File: config.mk
export PLATFORM = sky130hd
export DESIGN_NAME = i2c_bit_controller_flat
export DESIGN_NICKNAME = d
export VERILOG_FILES = /design/src/rtl/i2c_pkg.sv /design/src/rtl/i2c_bit_controller_if.sv /design/src/rtl/i2c_shift_reg.sv /design/src/rtl/i2c_bit_controller.sv /design/src/flat_wrapper.sv
export SDC_FILE = /design/constraint.sdc
export NUM_CORES = 1
export LEC_CHECK = 0
export ABC_AREA = 1
export CAP_MARGIN = 20
export CORE_MARGIN = 2
export CORE_UTILIZATION = 54
export DETAILED_ROUTE_END_ITERATION = 10
export HOLD_SLACK_MARGIN = 0.12
export PLACE_DENSITY = 0.84
export SYNTH_ARGS = -nofsm -noshare
export SYNTH_HDL_FRONTEND = slang
export SYNTH_SLANG_ARGS = --single-unit
File: constraint.sdc
create_clock -name clk -period 5.3 [get_ports clk]
set_input_delay 1.06 -clock clk [delete_from_list [all_inputs] [get_ports clk]]
set_output_delay 1.06 -clock clk [all_outputs]
set_load 0.01 [all_outputs]
File: src/rtl/i2c_pkg.sv
// ----------------------------------------------------------------------------
// i2c_pkg
// Shared definitions for the I2C byte-level bit controller.
//   - command encodings presented on the cmd port
//   - controller FSM state enum
//   - quarter-period phase constants and the bits-per-byte-transfer count
// ----------------------------------------------------------------------------
package i2c_pkg;

    localparam logic [1:0] I2C_CMD_START = 2'b00;
    localparam logic [1:0] I2C_CMD_STOP  = 2'b01;
    localparam logic [1:0] I2C_CMD_WRITE = 2'b10;
    localparam logic [1:0] I2C_CMD_READ  = 2'b11;

    typedef enum logic [1:0] {
        ST_IDLE  = 2'd0,
        ST_START = 2'd1,
        ST_BIT   = 2'd2,
        ST_STOP  = 2'd3
    } i2c_state_e;

    localparam logic [1:0] Q0 = 2'd0;
    localparam logic [1:0] Q1 = 2'd1;
    localparam logic [1:0] Q2 = 2'd2;
    localparam logic [1:0] Q3 = 2'd3;

    // 8 data bits plus the acknowledge slot
    localparam int unsigned I2C_NBITS    = 9;
    localparam logic [3:0]  I2C_LAST_BIT = 4'(I2C_NBITS - 1);

endpackage

File: src/rtl/i2c_bit_controller_if.sv
// ----------------------------------------------------------------------------
// i2c_bit_controller_if
// Command handshake, result and pad signals of the I2C bit controller.
//   master : core control FSM + pad side (issues commands, returns pad levels)
//   slave  : the bit controller itself
// Signals: cmd_valid/cmd_ready/cmd/wr_data/rd_ack_in (command),
//          rd_data/ack_out/done/busy/timeout_err (result),
//          scl_in/sda_in (pad levels), scl_oe/sda_oe (1 = pull line low).
// ----------------------------------------------------------------------------
interface i2c_bit_controller_if;

    logic       cmd_valid;
    logic       cmd_ready;
    logic [1:0] cmd;
    logic [7:0] wr_data;
    logic       rd_ack_in;
    logic [7:0] rd_data;
    logic       ack_out;
    logic       done;
    logic       busy;
    logic       timeout_err;
    logic       scl_in;
    logic       sda_in;
    logic       scl_oe;
    logic       sda_oe;

    modport master (
        output cmd_valid, cmd, wr_data, rd_ack_in, scl_in, sda_in,
        input  cmd_ready, rd_data, ack_out, done, busy, timeout_err, scl_oe, sda_oe
    );

    modport slave (
        input  cmd_valid, cmd, wr_data, rd_ack_in, scl_in, sda_in,
        output cmd_ready, rd_data, ack_out, done, busy, timeout_err, scl_oe, sda_oe
    );

endinterface

File: src/rtl/i2c_shift_reg.sv
// ----------------------------------------------------------------------------
// i2c_shift_reg
// Byte shift register shared by WRITE and READ: loaded with the write byte,
// shifted left once per data bit with the sampled SDA level entering at the
// LSB. The MSB tap is the next bit to drive; after eight shifts q holds the
// received byte.
// Ports: clk, load/load_data (parallel load), shift_en/shift_in (shift left),
//        q (register contents), msb (q[DATA_W-1]).
// ----------------------------------------------------------------------------
module i2c_shift_reg #(
    parameter int unsigned DATA_W = 8
) (
    input  logic              clk,
    input  logic              load,
    input  logic [DATA_W-1:0] load_data,
    input  logic              shift_en,
    input  logic              shift_in,
    output logic [DATA_W-1:0] q,
    output logic              msb
);

    logic [DATA_W-1:0] sr;

    always_ff @(posedge clk) begin
        if (load) begin
            sr <= load_data;
        end else if (shift_en) begin
            sr <= {sr[DATA_W-2:0], shift_in};
        end
    end

    assign q   = sr;
    assign msb = sr[DATA_W-1];

endmodule

File: src/rtl/i2c_bit_controller.sv
// ----------------------------------------------------------------------------
// i2c_bit_controller
// Byte-level I2C master bus sequencer. Executes START, STOP, WRITE-byte and
// READ-byte commands one at a time, stepping through four quarter-period
// phases per SCL period on the tick strobe, and drives the open-drain pads.
// Ports: clk, reset (sync, active-high), tick (quarter-period strobe),
//        bus (i2c_bit_controller_if.slave: handshake, results, pads).
// Build option: define CLK_STRETCH_EN to let a slave stretch SCL in the
// high phase of BIT/STOP, with an abort after STRETCH_TIMEOUT stalled ticks.
// ----------------------------------------------------------------------------
module i2c_bit_controller
    import i2c_pkg::*;
#(
    parameter int unsigned STRETCH_TIMEOUT = 1023
) (
    input  logic                       clk,
    input  logic                       reset,
    input  logic                       tick,
    i2c_bit_controller_if.slave        bus
);

    i2c_state_e state, state_n;
    logic [1:0] phase, phase_n;
    logic [3:0] bit_cnt, bit_cnt_n;
    logic       scl_oe_q, sda_oe_q, scl_oe_n, sda_oe_n;
    logic       done_q, done_n;
    logic [7:0] rd_data_q;
    logic       ack_out_q;
    logic       is_read, rd_ack_q, ack_bit;
    logic       accept, advance, last_phase, stall, abort;
    logic       shift_en, ack_cap, publish;
    logic [7:0] sr_q;
    logic       sr_msb;

    assign accept     = bus.cmd_valid && (state == ST_IDLE);
    assign advance    = tick && (state != ST_IDLE) && !stall;
    assign last_phase = (phase == Q3) && ((state != ST_BIT) || (bit_cnt == I2C_LAST_BIT));

`ifdef CLK_STRETCH_EN
    localparam int unsigned STALL_W = $clog2(STRETCH_TIMEOUT + 1);
    logic [STALL_W-1:0] stall_cnt;
    logic               tmo_q;

    // Only the SCL-high phase can be stretched: the slave holds the line low
    // after the master released it.
    assign stall = tick && (phase == Q2) && ((state == ST_BIT) || (state == ST_STOP))
                   && !bus.scl_in;
    assign abort = stall && (stall_cnt == STALL_W'(STRETCH_TIMEOUT - 1));

    always_ff @(posedge clk) begin
        if (reset || accept || advance || abort) begin
            stall_cnt <= '0;
        end else if (stall) begin
            stall_cnt <= stall_cnt + 1'b1;
        end
        if (reset) begin
            tmo_q <= 1'b0;
        end else begin
            tmo_q <= abort;
        end
    end

    assign bus.timeout_err = tmo_q;
`else
    logic unused_cfg;

    assign stall           = 1'b0;
    assign abort           = 1'b0;
    assign bus.timeout_err = 1'b0;
    assign unused_cfg      = ^{bus.scl_in, 32'(STRETCH_TIMEOUT)};
`endif

    // State register
    always_ff @(posedge clk) begin
        if (reset) begin
            state     <= ST_IDLE;
            phase     <= Q0;
            bit_cnt   <= '0;
            scl_oe_q  <= 1'b0;
            sda_oe_q  <= 1'b0;
            done_q    <= 1'b0;
            rd_data_q <= '0;
            ack_out_q <= 1'b1;
        end else begin
            state    <= state_n;
            phase    <= phase_n;
            bit_cnt  <= bit_cnt_n;
            scl_oe_q <= scl_oe_n;
            sda_oe_q <= sda_oe_n;
            done_q   <= done_n;
            if (publish) begin
                if (is_read) begin
                    rd_data_q <= sr_q;
                end else begin
                    ack_out_q <= ack_bit;
                end
            end
        end
    end

    // Command operands and the ack slot sample; meaningful only while busy
    always_ff @(posedge clk) begin
        if (accept) begin
            is_read  <= bus.cmd[0];
            rd_ack_q <= bus.rd_ack_in;
        end
        if (ack_cap) begin
            ack_bit <= bus.sda_in;
        end
    end

    // Next-state logic
    always_comb begin
        state_n   = state;
        phase_n   = phase;
        bit_cnt_n = bit_cnt;
        if (state == ST_IDLE) begin
            if (bus.cmd_valid) begin
                phase_n   = Q0;
                bit_cnt_n = '0;
                case (bus.cmd)
                    I2C_CMD_START: state_n = ST_START;
                    I2C_CMD_STOP:  state_n = ST_STOP;
                    default:       state_n = ST_BIT;
                endcase
            end
        end else if (abort) begin
            state_n = ST_IDLE;
        end else if (advance) begin
            phase_n = phase + 2'd1;
            if (phase == Q3) begin
                bit_cnt_n = bit_cnt + 4'd1;
            end
            if (last_phase) begin
                state_n = ST_IDLE;
            end
        end
    end

    // Output logic: each phase action takes effect on the tick that ends it;
    // pad enables hold their value between ticks and while idle.
    always_comb begin
        scl_oe_n = scl_oe_q;
        sda_oe_n = sda_oe_q;
        shift_en = 1'b0;
        ack_cap  = 1'b0;
        publish  = 1'b0;
        done_n   = abort || (advance && last_phase);
        if (abort) begin
            scl_oe_n = 1'b0;
            sda_oe_n = 1'b0;
        end else if (advance) begin
            case (state)
                ST_START: begin
                    case (phase)
                        Q0: begin
                            scl_oe_n = 1'b0;
                            sda_oe_n = 1'b0;
                        end
                        Q1:      sda_oe_n = 1'b1;
                        Q3:      scl_oe_n = 1'b1;
                        default: ;
                    endcase
                end
                ST_BIT: begin
                    case (phase)
                        Q0: begin
                            scl_oe_n = 1'b1;
                            if (bit_cnt == I2C_LAST_BIT) begin
                                sda_oe_n = is_read ? !rd_ack_q : 1'b0;
                            end else begin
                                sda_oe_n = is_read ? 1'b0 : !sr_msb;
                            end
                        end
                        Q1: scl_oe_n = 1'b0;
                        Q2: begin
                            if (bit_cnt == I2C_LAST_BIT) begin
                                ack_cap = 1'b1;
                            end else begin
                                shift_en = 1'b1;
                            end
                        end
                        default: begin
                            scl_oe_n = 1'b1;
                            publish  = last_phase;
                        end
                    endcase
                end
                ST_STOP: begin
                    case (phase)
                        Q0: begin
                            scl_oe_n = 1'b1;
                            sda_oe_n = 1'b1;
                        end
                        Q1:      scl_oe_n = 1'b0;
                        Q2:      sda_oe_n = 1'b0;
                        default: ;
                    endcase
                end
                default: ;
            endcase
        end
    end

    i2c_shift_reg #(
        .DATA_W (8)
    ) u_shift (
        .clk       (clk),
        .load      (accept),
        .load_data (bus.wr_data),
        .shift_en  (shift_en),
        .shift_in  (bus.sda_in),
        .q         (sr_q),
        .msb       (sr_msb)
    );

    assign bus.cmd_ready = (state == ST_IDLE);
    assign bus.busy      = (state != ST_IDLE);
    assign bus.done      = done_q;
    assign bus.rd_data   = rd_data_q;
    assign bus.ack_out   = ack_out_q;
    assign bus.scl_oe    = scl_oe_q;
    assign bus.sda_oe    = sda_oe_q;

endmodule

File: src/flat_wrapper.sv
// flat-port wrapper written by rule: the top's interface ports become plain ports
module i2c_bit_controller_flat import i2c_pkg::*;
#(
    parameter int unsigned STRETCH_TIMEOUT = 1023
)
  (clk, reset, tick, bus_cmd_valid, bus_cmd, bus_wr_data, bus_rd_ack_in, bus_scl_in, bus_sda_in, bus_cmd_ready, bus_rd_data, bus_ack_out, bus_done, bus_busy, bus_timeout_err, bus_scl_oe, bus_sda_oe);
  i2c_bit_controller_if bus_i ();
  input  logic clk;
  input  logic reset;
  input  logic tick;
  input wire logic [$bits(bus_i.cmd_valid)-1:0] bus_cmd_valid;
  input wire logic [$bits(bus_i.cmd)-1:0] bus_cmd;
  input wire logic [$bits(bus_i.wr_data)-1:0] bus_wr_data;
  input wire logic [$bits(bus_i.rd_ack_in)-1:0] bus_rd_ack_in;
  input wire logic [$bits(bus_i.scl_in)-1:0] bus_scl_in;
  input wire logic [$bits(bus_i.sda_in)-1:0] bus_sda_in;
  output wire logic [$bits(bus_i.cmd_ready)-1:0] bus_cmd_ready;
  output wire logic [$bits(bus_i.rd_data)-1:0] bus_rd_data;
  output wire logic [$bits(bus_i.ack_out)-1:0] bus_ack_out;
  output wire logic [$bits(bus_i.done)-1:0] bus_done;
  output wire logic [$bits(bus_i.busy)-1:0] bus_busy;
  output wire logic [$bits(bus_i.timeout_err)-1:0] bus_timeout_err;
  output wire logic [$bits(bus_i.scl_oe)-1:0] bus_scl_oe;
  output wire logic [$bits(bus_i.sda_oe)-1:0] bus_sda_oe;
  assign bus_i.cmd_valid = bus_cmd_valid;
  assign bus_i.cmd = bus_cmd;
  assign bus_i.wr_data = bus_wr_data;
  assign bus_i.rd_ack_in = bus_rd_ack_in;
  assign bus_i.scl_in = bus_scl_in;
  assign bus_i.sda_in = bus_sda_in;
  assign bus_cmd_ready = bus_i.cmd_ready;
  assign bus_rd_data = bus_i.rd_data;
  assign bus_ack_out = bus_i.ack_out;
  assign bus_done = bus_i.done;
  assign bus_busy = bus_i.busy;
  assign bus_timeout_err = bus_i.timeout_err;
  assign bus_scl_oe = bus_i.scl_oe;
  assign bus_sda_oe = bus_i.sda_oe;
  i2c_bit_controller #(.STRETCH_TIMEOUT(STRETCH_TIMEOUT)) u_core (.clk(clk), .reset(reset), .tick(tick), .bus(bus_i));
endmodule
# Word-level counts from Yosys, hierarchy flattened

Cells that the tools add are included.
W data, S select, Z words.

Memories kept: 0
Latch bits: 0
Bits in writable memories: 0
Memory bits (read-only): 0
Bits in registers: 31
Output and inout port bits: 15

Divide/modulo/power cells: 0
Equal/unequal tests: 16
$add $sub $neg: 2
Reduce and logical (&&, ||, !) cells: 24
Shift operators: 0
Muxes and demuxes: 36
Magnitude comparators: 0
$mul: 0
Bitwise logic cells: 1

Operators by type and width:

| cell                  | count |
|---|---|
| $mux W4               | 4 |
| $mux W8               | 2 |
| $mux W1               | 15 |
| $mux W2               | 7 |
| $pmux W1 S2           | 5 |
| $reduce_and A5 Y1     | 2 |
| $reduce_bool A2 Y1    | 5 |
| $ne A3 B1 Y1 const B  | 3 |
| $eq A2 B2 Y1 const B  | 4 |
| $eq A2 B1 Y1 const B  | 3 |
| $logic_not A2 Y1      | 3 |
| $ne A2 B2 Y1 const B  | 3 |
| $pmux W1 S3           | 2 |
| $reduce_and A2 Y1     | 3 |
| $reduce_and A3 Y1     | 2 |
| $add A4 B1 Y4 const B | 1 |
| $eq A4 B4 Y1 const B  | 1 |
| $logic_and A1 B1 Y1   | 4 |
| $pmux W2 S2           | 1 |
| $ne A3 B2 Y1 const B  | 1 |
| $reduce_bool A3 Y1    | 1 |
| $reduce_or A3 Y1      | 1 |
| $add A2 B1 Y2 const B | 1 |
| $logic_not A1 Y1      | 2 |
| other kinds (3)       | 3 |

# Longest topological paths before layout

Depth after elaboration: 7
Mapped depth: 10
Depth with buffers taken out: 9

# Hierarchy

A second synthesis with hierarchy kept.

Cells, all modules: 214
Area total of the unflattened synthesis: 1596.5 um2

Modules (own cells, without submodules):

| module             | area an instance (um2) | cells an instance | instances |
|---|---|---|---|
| i2c_bit_controller | 1237.4                 | 178               | 1 |
| i2c_shift_reg      | 359.1                  | 36                | 1 |

# Worst setup path before layout

OpenSTA, ideal clock, no wires.

Kind: input -> register
From: input port tick
To: register u_core.u_shift.sr[0], in the netlist u_core.u_shift.q[0], enable pin
Data arrival time: 1.839 ns
Setup time: 0.387 ns
Path slack: 3.074 ns
Stages on the path: 2
Buffers on the path: 0
Required time: 4.913 ns
Cell sequence: inv_1 o31ai_1

Word-level cells in the longest chain between the ends: 3

Ends and longest elaborated chain:

| what                         | RTL line                  | source |
|---|---|---|
| from (decl)                  | flat_wrapper.sv:10        | `input logic tick;` |
| $logic_and A1 B1 Y1          | i2c_bit_controller.sv:36  | `assign advance = tick && (state != ST_IDLE) && !stall;` |
| $mux W1                      | i2c_bit_controller.sv:152 | `end else if (advance) begin` |
| $reduce_bool A2 Y1 (no line) | --                        |  |
| to (signal assigned)         | i2c_shift_reg.sv:26       | `sr <= load_data;` |
| to (signal assigned)         | i2c_shift_reg.sv:28       | `sr <= {sr[DATA_W-2:0], shift_in};` |
| to (decl)                    | i2c_shift_reg.sv:22       | `logic [DATA_W-1:0] sr;` |

Every way passes these cells.
A chain may end at the register's enable or synchronous reset.

# Worst setup path after layout

From: register u_core.state[0]
To: output port bus_busy

Word-level cells in the longest chain between the ends: 1

Ends and longest elaborated chain:

| what                   | RTL line                  | source |
|---|---|---|
| from (decl)            | i2c_bit_controller.sv:22  | `i2c_state_e state, state_n;` |
| from (signal assigned) | i2c_bit_controller.sv:85  | `state <= state_n;` |
| $reduce_bool A2 Y1     | i2c_bit_controller.sv:218 | `assign bus.busy = (state != ST_IDLE);` |
| to (decl)              | flat_wrapper.sv:21        | `output wire logic [$bits(bus_i.busy)-1:0] bus_busy;` |

Every way passes these cells.

==> results.cfg <==
[status]
status = complete, no violations

[synth]
synth_edf_count = 11
synth_cell_types = 26
yosys_most_used_dff = dfxtp_1
syn_avg_cell_area_um2 = 7.762
yosysTopAreaCell = dfxtp_1
ys_seq_area_share_pct = 46.83
syn-cell-area_um2 = 1560
syn_inst = 201
async_flop_share_pct = 0
yosysTopAreaCellShare_pct = 25.66
synthTopCellsByArea = dfxtp_1, edfxtp_1, nand2_1
yosysWarningCount = 0
ys_seq_elements = 31
syn_nets = 224

[drt]
wl_met1_um = 1401
dr.max_layer_used = met4
drt_iter0_drc = 85
vias = 1351
dr_wl_met3_um = 214
routedWlPerCell_um = 10.93
firstDrtPassIters = 4
ant_nets = 0
vias_per_cell = 5.137
drt-total-wl_um = 2874
wl_met2_um = 1225
route.detailed.drc = 0

[setup_path]
r2r-start = u_core.phase[0]
reg2reg_to = u_core.u_shift.q[4]
end_kind = primary output
start_kind = flip-flop
crit_type = reg2out
reg2regPathDepth = 7
r2r_slack_ns = 3.51
cp.required_ns = 4.24
critPathMaxFanout = 8
critPathArrivalTime_ns = 1.65

[floorplanning]
num_rows = 19
start_util_pct = 56.58
die_w_um = 57.75
core_um2 = 2758
die-area_um2 = 3335
die_h_um = 57.75
ios = 32

[flow_run]
maxCapViolations = 0

[grt]
grt_max_degree = 19
grt_pass1_wl_um = 5257
overflow = 0
grt_pass1_vias = 1247
grt_usage_pct = 20.73
grt_antenna_before_repair = 0

[clocking]
htreeDepth = 2
clock_sinks = 31
tritoncts = built
clk_pin_slew_ns = 0.10
ctsResizeCount = 0
cts_buffers = 5
clockBufferDepth = 2
root_buffer = clkbuf_4
insertion_delay_ns = 0.33
cts_hold_buf = 0
post-cts-setup-buffer-count = 0

[layout]
final_common_cell = nand2_1
n_fill_cell = 226
syn2layout_area_growth_pct = 22.21
fin_cells = 263
nNetsFinal = 254
drive_above_1_share_pct = 6.897
layout_common_cells = nand2_1, nor2_1, clkdlybuf4s50_1, inv_1, dfxtp_1
antenna_cells = 0

[hold_path]
hold_path_end = u_core.bus.ack_out
hold_class = reg2reg
whs_path_depth = 2
hold_start = u_core.bus.ack_out

[timing]
setup-violations-final = 0
fin_ws_ns = 2.590
drv_slew = 0
finClkSkew_ns = 0.01020
fmax_ghz = 0.3690
rsz0062_at_grt = no
finalCriticalPeriod_ns = 2.710
maxSlewHeadroom_pct = 65.82
worst_pin_slew_ns = 0.5127
hold_violations = 0
hold_ws_ns = 0.4714
tns_ns = 0
period_share_pct = 51.13

[placement]
dp_hpwl_um = 2102
port_buffers = 29
dp.cells = 254
post-place-ws_ns = 2.261
gp_congestion = 0.7941

[pwr]
p_total_w = 0.0005185
peakVddDrop_mv = 0.2282
cellLeakagePower_nw = 0.7667
powerDensity_nw_per_um2 = 271.9
worst max-delay path: stages, from the launching register on:
cell	delay, ns
dfxtp_1	0.51
inv_1	0.15
nand2_4	0.12
clkdlybuf4s50_1	0.54
cells in the mapped netlist, types with 2 or more instances:
| master | instances |
|---|---|
| nand2_1 | 40 |
| nor2_1 | 29 |
| inv_1 | 22 |
| dfxtp_1 | 20 |
| nand3_1 | 19 |
| a21oi_1 | 18 |
| o21ai_0 | 12 |
| edfxtp_1 | 11 |
| ha_1 | 6 |
| buf_4 | 3 |
| clkbuf_1 | 2 |
| nand2_4 | 2 |
| nand4_1 | 2 |
| nor2_4 | 2 |
| nor3_1 | 2 |
registers in the layout, indices dropped and copies added, names as in the netlist:
signal / count
u_core.state: 2
u_core.bit_cnt: 4
u_core.bus.ack_out: 1
u_core.is_read: 1
u_core.phase: 2
u_core.bus.done: 1
u_core.ack_bit: 1
u_core.rd_ack_q: 1
u_core.bus.sda_oe: 1
u_core.bus.scl_oe: 1
u_core.bus.rd_data: 8
u_core.u_shift.q: 8
metrics by stage:
step | util [%] | instance area (um2)
floorplan | - | 1560
global placement | 66.88 | 1844
detailed placement | 66.88 | 1844
CTS | 68.97 | 1902
global route | 69.15 | 1907
finish | 69.15 | 1907
cell type report:
type / count / area (um2) / share of cell area [%]
sequential: 31 / 730.7 / 38.32
multi-input combinational: 139 / 694.4 / 36.42
timing repair buffer: 30 / 295.3 / 15.49
inverter: 24 / 90.09 / 4.724
tap: 31 / 38.79 / 2.034
clock buffer: 5 / 37.54 / 1.969
clock inverter: 3 / 20.02 / 1.050
routing by layer:
layer / up-vias / GRT usage (%)
met1: 589 / 29.06
li1: 712 / -
met2: 46 / 29.87
met5: - / 0
met4: 0 / 6.977
met3: 4 / 7.366
where the power goes:
group	internal [W]	total (W)	switching, W
logic	0.0000426	0.000105	0.0000622
registers	0.000267	0.000280	0.0000126
clock network	0.0000505	0.000134	0.0000833
kinds of logic after synthesis:
family	synth area share [%]
other cells	0.2403
simple gates	28.47
buf+inv	8.660
flops	46.83
fa+ha+maj	4.811
compound gates	10.99
how the worst max path moves through the flow:
stage | startpoint | to | slack (ns) | depth (start not counted)
after global placement | tick | u_core.u_shift.q[0] | 2.27 | 3
after detailed placement | tick | u_core.u_shift.q[4] | 2.26 | 3
after CTS | u_core.state[0] | bus_busy | 2.59 | 3
after floorplan | tick | u_core.u_shift.q[0] | 3.07 | 2
after global routing | u_core.state[0] | bus_busy | 2.49 | 3
final | u_core.state[0] | bus_busy | 2.59 | 3
(Power assumes the default switching activity.)
